[src/rtl/alu_req_driver.sv]
// Sequential initiator for the combinational ALU: registers a request onto the ALU inputs,
// waits SETTLE cycles, captures result/flags and returns them. Optional checker: ALU_REQ_CHECK_EN.
module alu_req_driver #(
  parameter int DWIDTH = 4,
  parameter int SETTLE = 1,
  parameter int CNT_W  = 8
) (
  input  logic              clk,
  input  logic              rst,
  input  logic              req_valid,
  output logic              req_ready,
  input  logic [2:0]        req_op,
  input  logic [DWIDTH-1:0] req_a,
  input  logic [DWIDTH-1:0] req_b,
  output logic [DWIDTH-1:0] alu_a,
  output logic [DWIDTH-1:0] alu_b,
  output logic [2:0]        alu_fun_sel,
  input  logic [DWIDTH-1:0] alu_result,
  input  logic              alu_carry,
  input  logic              alu_zero,
  input  logic              alu_overflow,
  input  logic              alu_comp,
  output logic              rsp_valid,
  input  logic              rsp_ready,
  output logic [DWIDTH-1:0] rsp_result,
  output logic [3:0]        rsp_flags,
  output logic [CNT_W-1:0]  ovf_count,
  output logic              busy,
  output logic              chk_err
);

  // Handshakes: a transfer happens on a rising edge where valid and ready are both high;
  // the sender holds its payload stable while valid is high and ready is low.

  localparam int SCW = (SETTLE < 2) ? 1 : $clog2(SETTLE + 1);

  typedef enum logic [1:0] {
    S_IDLE = 2'd0,
    S_WAIT = 2'd1,
    S_RESP = 2'd2
  } state_t;

  state_t            state_q, state_d;
  logic [SCW-1:0]    cnt_q, cnt_d;
  logic [DWIDTH-1:0] alu_a_q, alu_a_d;
  logic [DWIDTH-1:0] alu_b_q, alu_b_d;
  logic [2:0]        op_q, op_d;
  logic [DWIDTH-1:0] rsp_result_q, rsp_result_d;
  logic [3:0]        rsp_flags_q, rsp_flags_d;
  logic [CNT_W-1:0]  ovf_q, ovf_d;
  logic              capture;

  always_comb begin
    state_d      = state_q;
    cnt_d        = cnt_q;
    alu_a_d      = alu_a_q;
    alu_b_d      = alu_b_q;
    op_d         = op_q;
    rsp_result_d = rsp_result_q;
    rsp_flags_d  = rsp_flags_q;
    ovf_d        = ovf_q;
    capture      = 1'b0;
    case (state_q)
      S_IDLE: begin
        if (req_valid) begin
          alu_a_d = req_a;
          alu_b_d = req_b;
          op_d    = req_op;
          cnt_d   = SCW'(SETTLE);
          state_d = S_WAIT;
        end
      end
      S_WAIT: begin
        if (cnt_q == SCW'(1)) begin
          capture      = 1'b1;
          rsp_result_d = alu_result;
          rsp_flags_d  = {alu_carry, alu_zero, alu_overflow, alu_comp};
          state_d      = S_RESP;
        end else begin
          cnt_d = cnt_q - SCW'(1);
        end
      end
      S_RESP: begin
        // Returning to IDLE first means the next request waits one more edge: no bypass.
        if (rsp_ready) begin
          state_d = S_IDLE;
        end
      end
      default: state_d = S_IDLE;
    endcase
    if (capture && alu_overflow && (ovf_q != {CNT_W{1'b1}})) begin
      ovf_d = ovf_q + CNT_W'(1);
    end
  end

  always_ff @(posedge clk) begin
    if (rst) begin
      state_q      <= S_IDLE;
      cnt_q        <= '0;
      alu_a_q      <= '0;
      alu_b_q      <= '0;
      op_q         <= '0;
      rsp_result_q <= '0;
      rsp_flags_q  <= '0;
      ovf_q        <= '0;
    end else begin
      state_q      <= state_d;
      cnt_q        <= cnt_d;
      alu_a_q      <= alu_a_d;
      alu_b_q      <= alu_b_d;
      op_q         <= op_d;
      rsp_result_q <= rsp_result_d;
      rsp_flags_q  <= rsp_flags_d;
      ovf_q        <= ovf_d;
    end
  end

`ifdef ALU_REQ_CHECK_EN
  logic [DWIDTH-1:0] exp_result;
  logic              exp_zero;
  logic              chk_err_q, chk_err_d;

  // Reference model works on the latched operands, which are what the ALU is seeing.
  always_comb begin
    exp_result = '0;
    case (op_q)
      3'b000:  exp_result = alu_a_q + alu_b_q;
      3'b001:  exp_result = alu_a_q - alu_b_q;
      3'b010:  exp_result = ~alu_a_q;
      3'b011:  exp_result = alu_a_q & alu_b_q;
      3'b100:  exp_result = alu_a_q | alu_b_q;
      3'b101:  exp_result = alu_a_q ^ alu_b_q;
      default: exp_result = alu_a_q - alu_b_q;
    endcase
    exp_zero  = (exp_result == '0);
    chk_err_d = chk_err_q;
    if (capture && ((alu_result != exp_result) || (alu_zero != exp_zero))) begin
      chk_err_d = 1'b1;
    end
  end

  always_ff @(posedge clk) begin
    if (rst) begin
      chk_err_q <= 1'b0;
    end else begin
      chk_err_q <= chk_err_d;
    end
  end

  assign chk_err = chk_err_q;
`else
  assign chk_err = 1'b0;
`endif

  assign req_ready   = (state_q == S_IDLE);
  assign busy        = (state_q != S_IDLE);
  assign rsp_valid   = (state_q == S_RESP);
  assign alu_a       = alu_a_q;
  assign alu_b       = alu_b_q;
  assign alu_fun_sel = op_q;
  assign rsp_result  = rsp_result_q;
  assign rsp_flags   = rsp_flags_q;
  assign ovf_count   = ovf_q;

endmodule

[config.mk]
export PLATFORM = sky130hd
export DESIGN_NAME = alu_req_driver
export DESIGN_NICKNAME = d
export VERILOG_FILES = /design/src/rtl/alu_req_driver.sv
export SDC_FILE = /design/constraint.sdc
export NUM_CORES = 1
export LEC_CHECK = 0
export CELL_PAD_IN_SITES_DETAIL_PLACEMENT = 2
export CELL_PAD_IN_SITES_GLOBAL_PLACEMENT = 2
export CORE_ASPECT_RATIO = 0.8
export CORE_MARGIN = 5
export CORE_UTILIZATION = 25
export CTS_BUF_LIST = sky130_fd_sc_hd__clkbuf_4
export CTS_CLUSTER_DIAMETER = 150
export DETAILED_ROUTE_END_ITERATION = 16
export GPL_TIMING_DRIVEN = 0
export PLACE_DENSITY_LB_ADDON = 0.1
export SYNTH_ARGS = -nofsm -noshare
export SYNTH_HDL_FRONTEND = slang
export SYNTH_SLANG_ARGS = --single-unit
[constraint.sdc]
create_clock -name clk -period 3.7 [get_ports clk]
set_clock_uncertainty 0.2 [all_clocks]
set_input_delay 0.74 -clock clk [delete_from_list [all_inputs] [get_ports clk]]
set_output_delay 0.74 -clock clk [all_outputs]
set_load 0.02 [all_outputs]
# [Word level (Yosys, flattened, before mapping)]
# Cells that the tools add are included.
[classes] muxes=9 n_addsub=2 eq_ne=6 n_reduce_logical=9
[ops] op="adder 8 x 1 -> 8 bit (second input constant)" n=1
[ops] op="inequality test 8 bit (second input constant)" n=1
[ops] op="two-way mux 2 bit" n=3
[ops] op="case mux 2 bit (3 select lines)" n=1
[ops] op="AND reduction 2 bit" n=3
[ops] op="two-way mux 1 bit" n=4
[ops] op="inequality test 2 bit (second input constant)" n=2
[ops] op="nonzero test 2 bit" n=2
[ops] op="AND reduction 3 bit" n=1
[ops] op="equality test 2 x 1 -> 1 bit (second input constant)" n=1
[ops] op="equality test 2 bit (second input constant)" n=1
[ops] op="logical AND 1 bit" n=2
[ops] op="zero test 2 bit" n=1
[ops] op="inequality test 2 x 1 -> 1 bit (second input constant)" n=1
[ops] op="case mux 1 bit (2 select lines)" n=1
[ops] op="subtractor 1 bit (second input constant)" n=1
[word_totals] wordCells=34 output_inout_bits=31 register_bits=30

# [Depth between registers and ports, before layout]
# Gate-level depths: netlist of the first run.
[depth] word_depth=4 depth_mapped=5 ltp_nobuf=5

# [Worst setup path after synthesis of the first run]
# No wires, ideal clock.
[synth_timing] kind="flip-flop to output port" from="reg state_q[0]" to="out busy" t_required_ps=2760 path_slack_ps=1815 stages_incl_launch_ff=3 arrival_time_ps=945 path_buffers=0 cell_sequence="dfxtp_1 > nor2_1 > inv_1"
[synth_via] elab_chain_cells=1
[synth_rtl] element="from (decl)" line="43" text="state_t state_q, state_d;"
[synth_rtl] element="from (signal assigned)" line="107" text="state_q <= state_d;"
[synth_rtl] element="nonzero test 2 bit" line="156" text="assign busy = (state_q != S_IDLE);"
[synth_rtl] element="to (decl)" line="28" text="output logic busy,"
# No other way between the ends.

# [Worst setup path after layout of the first run]
[layout_timing] from="reg state_q[0]" to="out rsp_valid"
[layout_via] elab_chain_cells=1
[layout_rtl] element="equality test 2 bit" line="157" text="assign rsp_valid = (state_q == S_RESP);"
[layout_rtl] element="to (decl)" line="23" text="output logic rsp_valid,"
# No other way between the ends.

==> results of run 1 <==
power groups by stage:
stage	sequential, mW	clock [mW]	combinational [mW]
after floorplan	0.367	0	0.0416
final	0.347	0.327	0.118
after global routing	0.350	0.356	0.128
after CTS	0.347	0.339	0.121
after detailed placement	0.354	0	0.120
after global placement	0.353	0	0.116
synthesized netlist by cell type:
| cell type | instances |
|---|---|
| clkbuf_8 | 1 |
| and3_1 | 2 |
| buf_4 | 1 |
| or4_1 | 1 |
| clkbuf_1 | 4 |
| o21bai_1 | 1 |
| nand3_1 | 2 |
| dfxtp_1 | 30 |
| and4b_4 | 1 |
| nand4b_1 | 1 |
| inv_1 | 3 |
| nand3b_1 | 1 |
| nor2_1 | 16 |
| nand4_1 | 2 |
| xor2_1 | 3 |
| o31ai_1 | 1 |
| nor4_1 | 1 |
| ha_1 | 1 |
| nand2b_1 | 2 |
| buf_2 | 1 |
| and2b_2 | 1 |
| o211ai_1 | 2 |
| o21ai_2 | 1 |
| mux2i_1 | 11 |
| conb_1 | 1 |
| a21oi_1 | 15 |
| nand2_1 | 26 |
| nor3_1 | 3 |
| and2_1 | 1 |
cell usage in the layout (no fill, tap or decap), types with 3 or more instances in the layout:
cell             Yosys  routed
clkdlybuf4s50_1      0      51
dfxtp_1             30      30
nand2_1             26      26
nor2_1              16      16
a21oi_1             15      15
mux2i_1             11      11
clkbuf_4             0       5
clkbuf_1             4       4
inv_1                3       3
nor3_1               3       3
xor2_1               3       3
worst max-delay path, delay by kind of cell, from the launching register on:
kind,cells,cell delay (ns)
buffers and inverters,1,0.55
DFF,1,0.47
and+or+nand+nor,1,0.26
routing by layer:
layer  share of wire  up-vias
met5               0        -
met4           0.013        0
met1            0.42      561
li1                -      572
met3           0.066        8
met2            0.50       34
through the flow:
step	power (mW)	std cells	worst slack (ns)	cell area (sq um)	utilization
final	0.792	255	1.16	1890	0.408
after global routing	0.834	255	1.05	1890	0.408
after CTS	0.807	255	1.14	1890	0.408
after detailed placement	0.474	247	1.25	1780	0.386
after global placement	0.469	247	1.28	1780	0.386
after floorplan	0.409	136	1.82	1200	-
final timing paths:
check	from	to	slack [ns]	cells past startpoint
min	alu_b[1]	alu_b[1]	0.26	2
max reg2reg	ovf_count[0]	ovf_count[6]	1.90	5
max	state_q[0]	rsp_valid	1.16	2
min reg2reg	alu_b[1]	alu_b[1]	0.26	2
cells by family (layout without fill, tap and decap cells):
| group | count (synthesis) | in the layout | synth area share |
|---|---|---|---|
| adders and majority gates | 1 | 1 | 0.0104 |
| muxes | 11 | 11 | 0.0919 |
| other | 1 | 1 | 0.00313 |
| AOI/OAI and AO/OA | 20 | 20 | 0.0950 |
| DFF | 30 | 30 | 0.501 |
| and+or+nand+nor | 60 | 60 | 0.233 |
| xor gates and xnor gates | 3 | 3 | 0.0219 |
| buffers and inverters | 10 | 69 | 0.0438 |
registers in the layout (all words and copies together) (netlist names):
signal / cells
alu_a: 4
rsp_result: 4
cnt_q: 1
state_q: 2
alu_fun_sel: 3
alu_b: 4
ovf_count: 8
rsp_flags: 4
final cells by class:
| cell class | count | area (sq um) |
|---|---|---|
| Timing Repair Buffer | 51 | 510 |
| Tap cell | 60 | 75.1 |
| Multi-Input combinational cell | 96 | 546 |
| Clock buffer | 5 | 37.5 |
| Sequential cell | 30 | 601 |
| Buffer | 7 | 41.3 |
| Clock inverter | 3 | 63.8 |
| Fill cell | 526 | 2740 |
| Inverter | 3 | 11.3 |
==> impl_metrics.yaml, run 1 <==
floorplanning:
  die_h_microns: 71.9
  die_x_microns: 87.4
  rows: 22
  initial_core_util: 0.259
  coreArea_sq_mm: 0.00462
  die_area_sq_mm: 0.00629
  num_io_pins: 54
logic_synthesis:
  ys_ff_latch: 30
  yosysTopAreaCellShare: 0.501
  synth_cell_types: 29
  synth_area_leaders: "dfxtp_1, mux2i_1, nand2_1"
  synth_cells: 136
  syn_nets: 160
  syn_area_per_cell_sq_um: 8.81
  post-synth-top-area-cell: "dfxtp_1"
  ys_warn_count: 0
  syn_area_sq_mm: 0.00120
  synth-seq-area-share: 0.501
worst_hold_path:
  hold_path.class: "flip-flop to flip-flop"
global_routing:
  grt_util_met3: 0.0488
  top_usage_layer: "met2"
  met2_usage: 0.211
  grt.total_usage: 0.131
  grt_pass1_wl_mm: 6.35
  grtUsageMet1: 0.159
  grt_start_max_net_pins: 11
  grt_pass1_vias: 1324
  gr-total-overflow: 0
  antenna_found_initial: 0
cts:
  cts_setup_buffers: 0
  cts.reportedPaths.clkPinSlew_ns: 0.11
  htreeDepth: 2
  clockBufferDepth: 2
  cts_sinks: 30
  cts_root_buf: "clkbuf_4"
  hold_buffers: 0
  cts_tree: "yes"
  numCtsBuffers: 5
  cts-resized-gates: 0
  insertion_delay_ns: 0.32
power:
  p_int_mw: 0.606
  vdd_drop_max_uv: 160
  power_switching_mw: 0.186
  combPwrFrac: 0.149
  seqPwrFrac: 0.438
  clock_power_share: 0.412
  leakagePower_nw: 0.744
  p_sw_frac: 0.235
  power_density_mw_per_mm2: 420
drt:
  drc: 0
  finalWirelength_mm: 3.87
  drt-initial-drc-count: 18
  routed-via-count: 1175
  detail_route.first_pass.iterations: 4
  ant_nets: 0
  vias_per_cell: 4.61
  post_drt_wl_per_cell_microns: 15.2
sta:
  whs_ns: 0.265
  hold_viol: 0
  relSlewSlack: 0.653
  period_share: 0.686
  fin_setup_tns_ns: 0
  grt_setup_unrepaired: "no"
  period_needed_ns: 2.54
  fmax_mhz: 394
  slew_viol_final: 0
  worst_pin_slew_ns: 0.520
  finalSetupViolations: 0
worst_setup_path:
  slowest_stage: "clkdlybuf4s50_1"
  cp_data_arrival_time_ns: 1.60
  startpoint_type: "flip-flop"
  critPathKind: "flip-flop to output port"
  worstSetupEndpointType: "output port"
  path_cells: "and2b_2 > clkdlybuf4s50_1"
  crit_path_max_incr_delay_ns: 0.55
  required_ns: 2.76
  crit_fanout: 7
layout:
  layout-drive-gt1-share: 0.0667
  area_growth_pct: 57.3
  nets: 218
  insertedDiodeCount: 0
placement:
  dp_hpwl_mm: 2.96
  port_buffers: 51
  place_congestion: 0.724
run:
  cap_viol_max_count: 0
run_status:
  status: "finished clean"
Power figures use the tool's default switching activity.
==> run 2: changes to the inputs <==
- CORE_UTILIZATION: 25 -> 21
- clock period: 3.7 -> 2.1 ns (I/O delays scaled with it)
==> run 2 against run 1 <==
Combinational power grew 73%; wire length shrank 0.28%; worst hold slack lost 0.14 ns; sequential power grew 76%; register-to-register slack lost 1.6 ns; sequential cell count is the same.
==> impl_metrics.yaml, run 2 (synthesis gave the netlist of run 1 again) <==
global_routing:
  gr-total-overflow: 0
  grt_pass1_vias: 1291
  grt_pass1_wl_mm: 6.62
  antenna_found_initial: 0
  grt_start_max_net_pins: 11
  grt.total_usage: 0.115
cts:
  cts_sinks: 30
  cts_tree: "yes"
  numCtsBuffers: 5
  insertion_delay_ns: 0.32
  htreeDepth: 2
  clockBufferDepth: 2
  cts_setup_buffers: 0
  cts_root_buf: "clkbuf_4"
  cts.reportedPaths.clkPinSlew_ns: 0.10
layout:
  largest_reg_flops: 8
  final_common_cell: "clkdlybuf4s50_1"
  nets: 218
  area_growth_pct: 55.6
  fin_area_sq_mm: 0.00187
  final_cell_mix: "clkdlybuf4s50_1, dfxtp_1, nand2_1"
  layout-drive-gt1-share: 0.0825
  insertedDiodeCount: 0
  utilization: 0.339
worst_setup_path:
  required_ns: 1.48
  cpLargestDelayFamily: "buffers and inverters"
  worstSetupEndpointType: "output port"
  crit_path_max_incr_delay_ns: 0.64
  startpoint_type: "flip-flop"
  crit_fanout: 5
  path_cells: "clkdlybuf4s50_1"
  critPathKind: "flip-flop to output port"
  crit_buf_inv: 1
  slowest_stage: "clkdlybuf4s50_1"
  cp_data_arrival_time_ns: 1.40
floorplanning:
  rows: 24
  initial_core_util: 0.218
  die_h_microns: 77.6
  die_area_sq_mm: 0.00733
  coreArea_sq_mm: 0.00550
  num_io_pins: 54
  die_x_microns: 94.5
placement:
  place_congestion: 0.693
  port_buffers: 51
  dp_slack_ns: -0.0519
  dp_hpwl_mm: 3.01
  placed_area_sq_mm: 0.00181
power:
  power_switching_mw: 0.315
  power_density_mw_per_mm2: 624
  vdd_drop_max_uv: 179
  leakagePower_nw: 0.769
  combPwrFrac: 0.175
  clock_power_share: 0.300
  p_int_mw: 0.850
  p_sw_frac: 0.270
  seqPwrFrac: 0.525
drt:
  ant_nets: 0
  post_drt_wl_per_cell_microns: 14.2
  drc: 0
  detail_route.first_pass.iterations: 3
  drt-initial-drc-count: 15
  routed-via-count: 1152
  finalWirelength_mm: 3.86
  vias_per_cell: 4.24
sta:
  relSlewSlack: 0.657
  grt_setup_unrepaired: "no"
  period_needed_ns: 2.02
  worst_pin_slew_ns: 0.514
  hold_viol: 0
  slew_viol_final: 0
  fmax_mhz: 495
  finalSetupViolations: 0
  period_share: 0.962
  setup_slack_ns: 0.0805
worst_hold_path:
  hold_path.class: "input port to flip-flop"
run_status:
  status: "finished clean"
run:
  cap_viol_max_count: 0
run 2: changes by cell type in the layout (fill, tap and decap cells not counted), moves of 2 or more:
cell,before,now
bufinv_16,2,0
clkbuf_4,5,7
clkdlybuf4s50_1,51,46
dfxtp_1,30,28
dfxtp_2,0,2
dlygate4sd2_1,0,3
dlymetal6s2s_1,0,2
run 2: timing repair:
| item | 4_1_cts | 5_1_grt |
|---|---|---|
| cloned | 0 | 0 |
| hold buffers | 0 | 0 |
| setup endpoints to repair | 3 | 2 |
| resized for setup | 6 | 2 |
run 2: final timing paths:
kind	from	to	slack [ns]	depth (start not counted)
setup reg to reg	ovf_count[0]	ovf_count[1]	0.32	5
setup / recovery	ovf_count[3]	ovf_count[3]	0.08	1
hold / removal	rst	ovf_count[5]	0.13	2
hold reg to reg	alu_a[2]	alu_a[2]	0.26	2
run 2: final cells by class:
cell class	count	area, sq um
Buffer	7	41.3
Clock buffer	7	52.6
Fill cell	632	3630
Inverter	3	11.3
Multi-Input combinational cell	96	548
Sequential cell	30	603
Tap cell	78	97.6
Timing Repair Buffer	51	512
run 2: per-layer routing:
metal | share of wire | routed length [microns] | up-vias | global-route usage
met5 | 0 | 0 | - | 0
met4 | 0.0060 | 23 | 0 | 0.0346
met3 | 0.089 | 342 | 2 | 0.0561
met2 | 0.45 | 1740 | 36 | 0.172
met1 | 0.45 | 1750 | 544 | 0.145
li1 | - | - | 570 | -
run 2: worst reg2reg max path: stages (launching register included):
cell and delay [ns]:
dfxtp_1 0.43, ha_1 0.24, nand4_1 0.25, o21ai_2 0.31
mux2i_1 0.21, nor2_1 0.05
run 2: power groups by stage:
stage / logic (mW) / clock network (mW) / registers, mW
2_1_floorplan: 0.0734 / 0 / 0.647
3_3_place_gp: 0.204 / 0 / 0.622
3_5_place_dp: 0.211 / 0 / 0.625
4_1_cts: 0.209 / 0.372 / 0.613
5_1_grt: 0.224 / 0.399 / 0.617
6_report: 0.204 / 0.349 / 0.612
run 2: metrics by stage:
| stage | instances | power [mW] | hold WS (ns) | setup TNS [ns] |
|---|---|---|---|---|
| after floorplan | 136 | 0.720 | 0.269 | 0 |
| after CTS | 272 | 1.19 | 0.114 | 0 |
| after global routing | 272 | 1.24 | 0.105 | 0 |
| after detailed placement | 265 | 0.836 | 0.252 | -0.0519 |
| after global placement | 265 | 0.826 | 0.241 | -0.0178 |
| final | 272 | 1.17 | 0.125 | 0 |
==> run 3: changes to the inputs <==
- CAP_MARGIN: not set -> 0
- CTS_CLUSTER_SIZE: not set -> 28
==> results of run 3 <==
The final DEF is identical to that of run 2; final timing and power are the same.
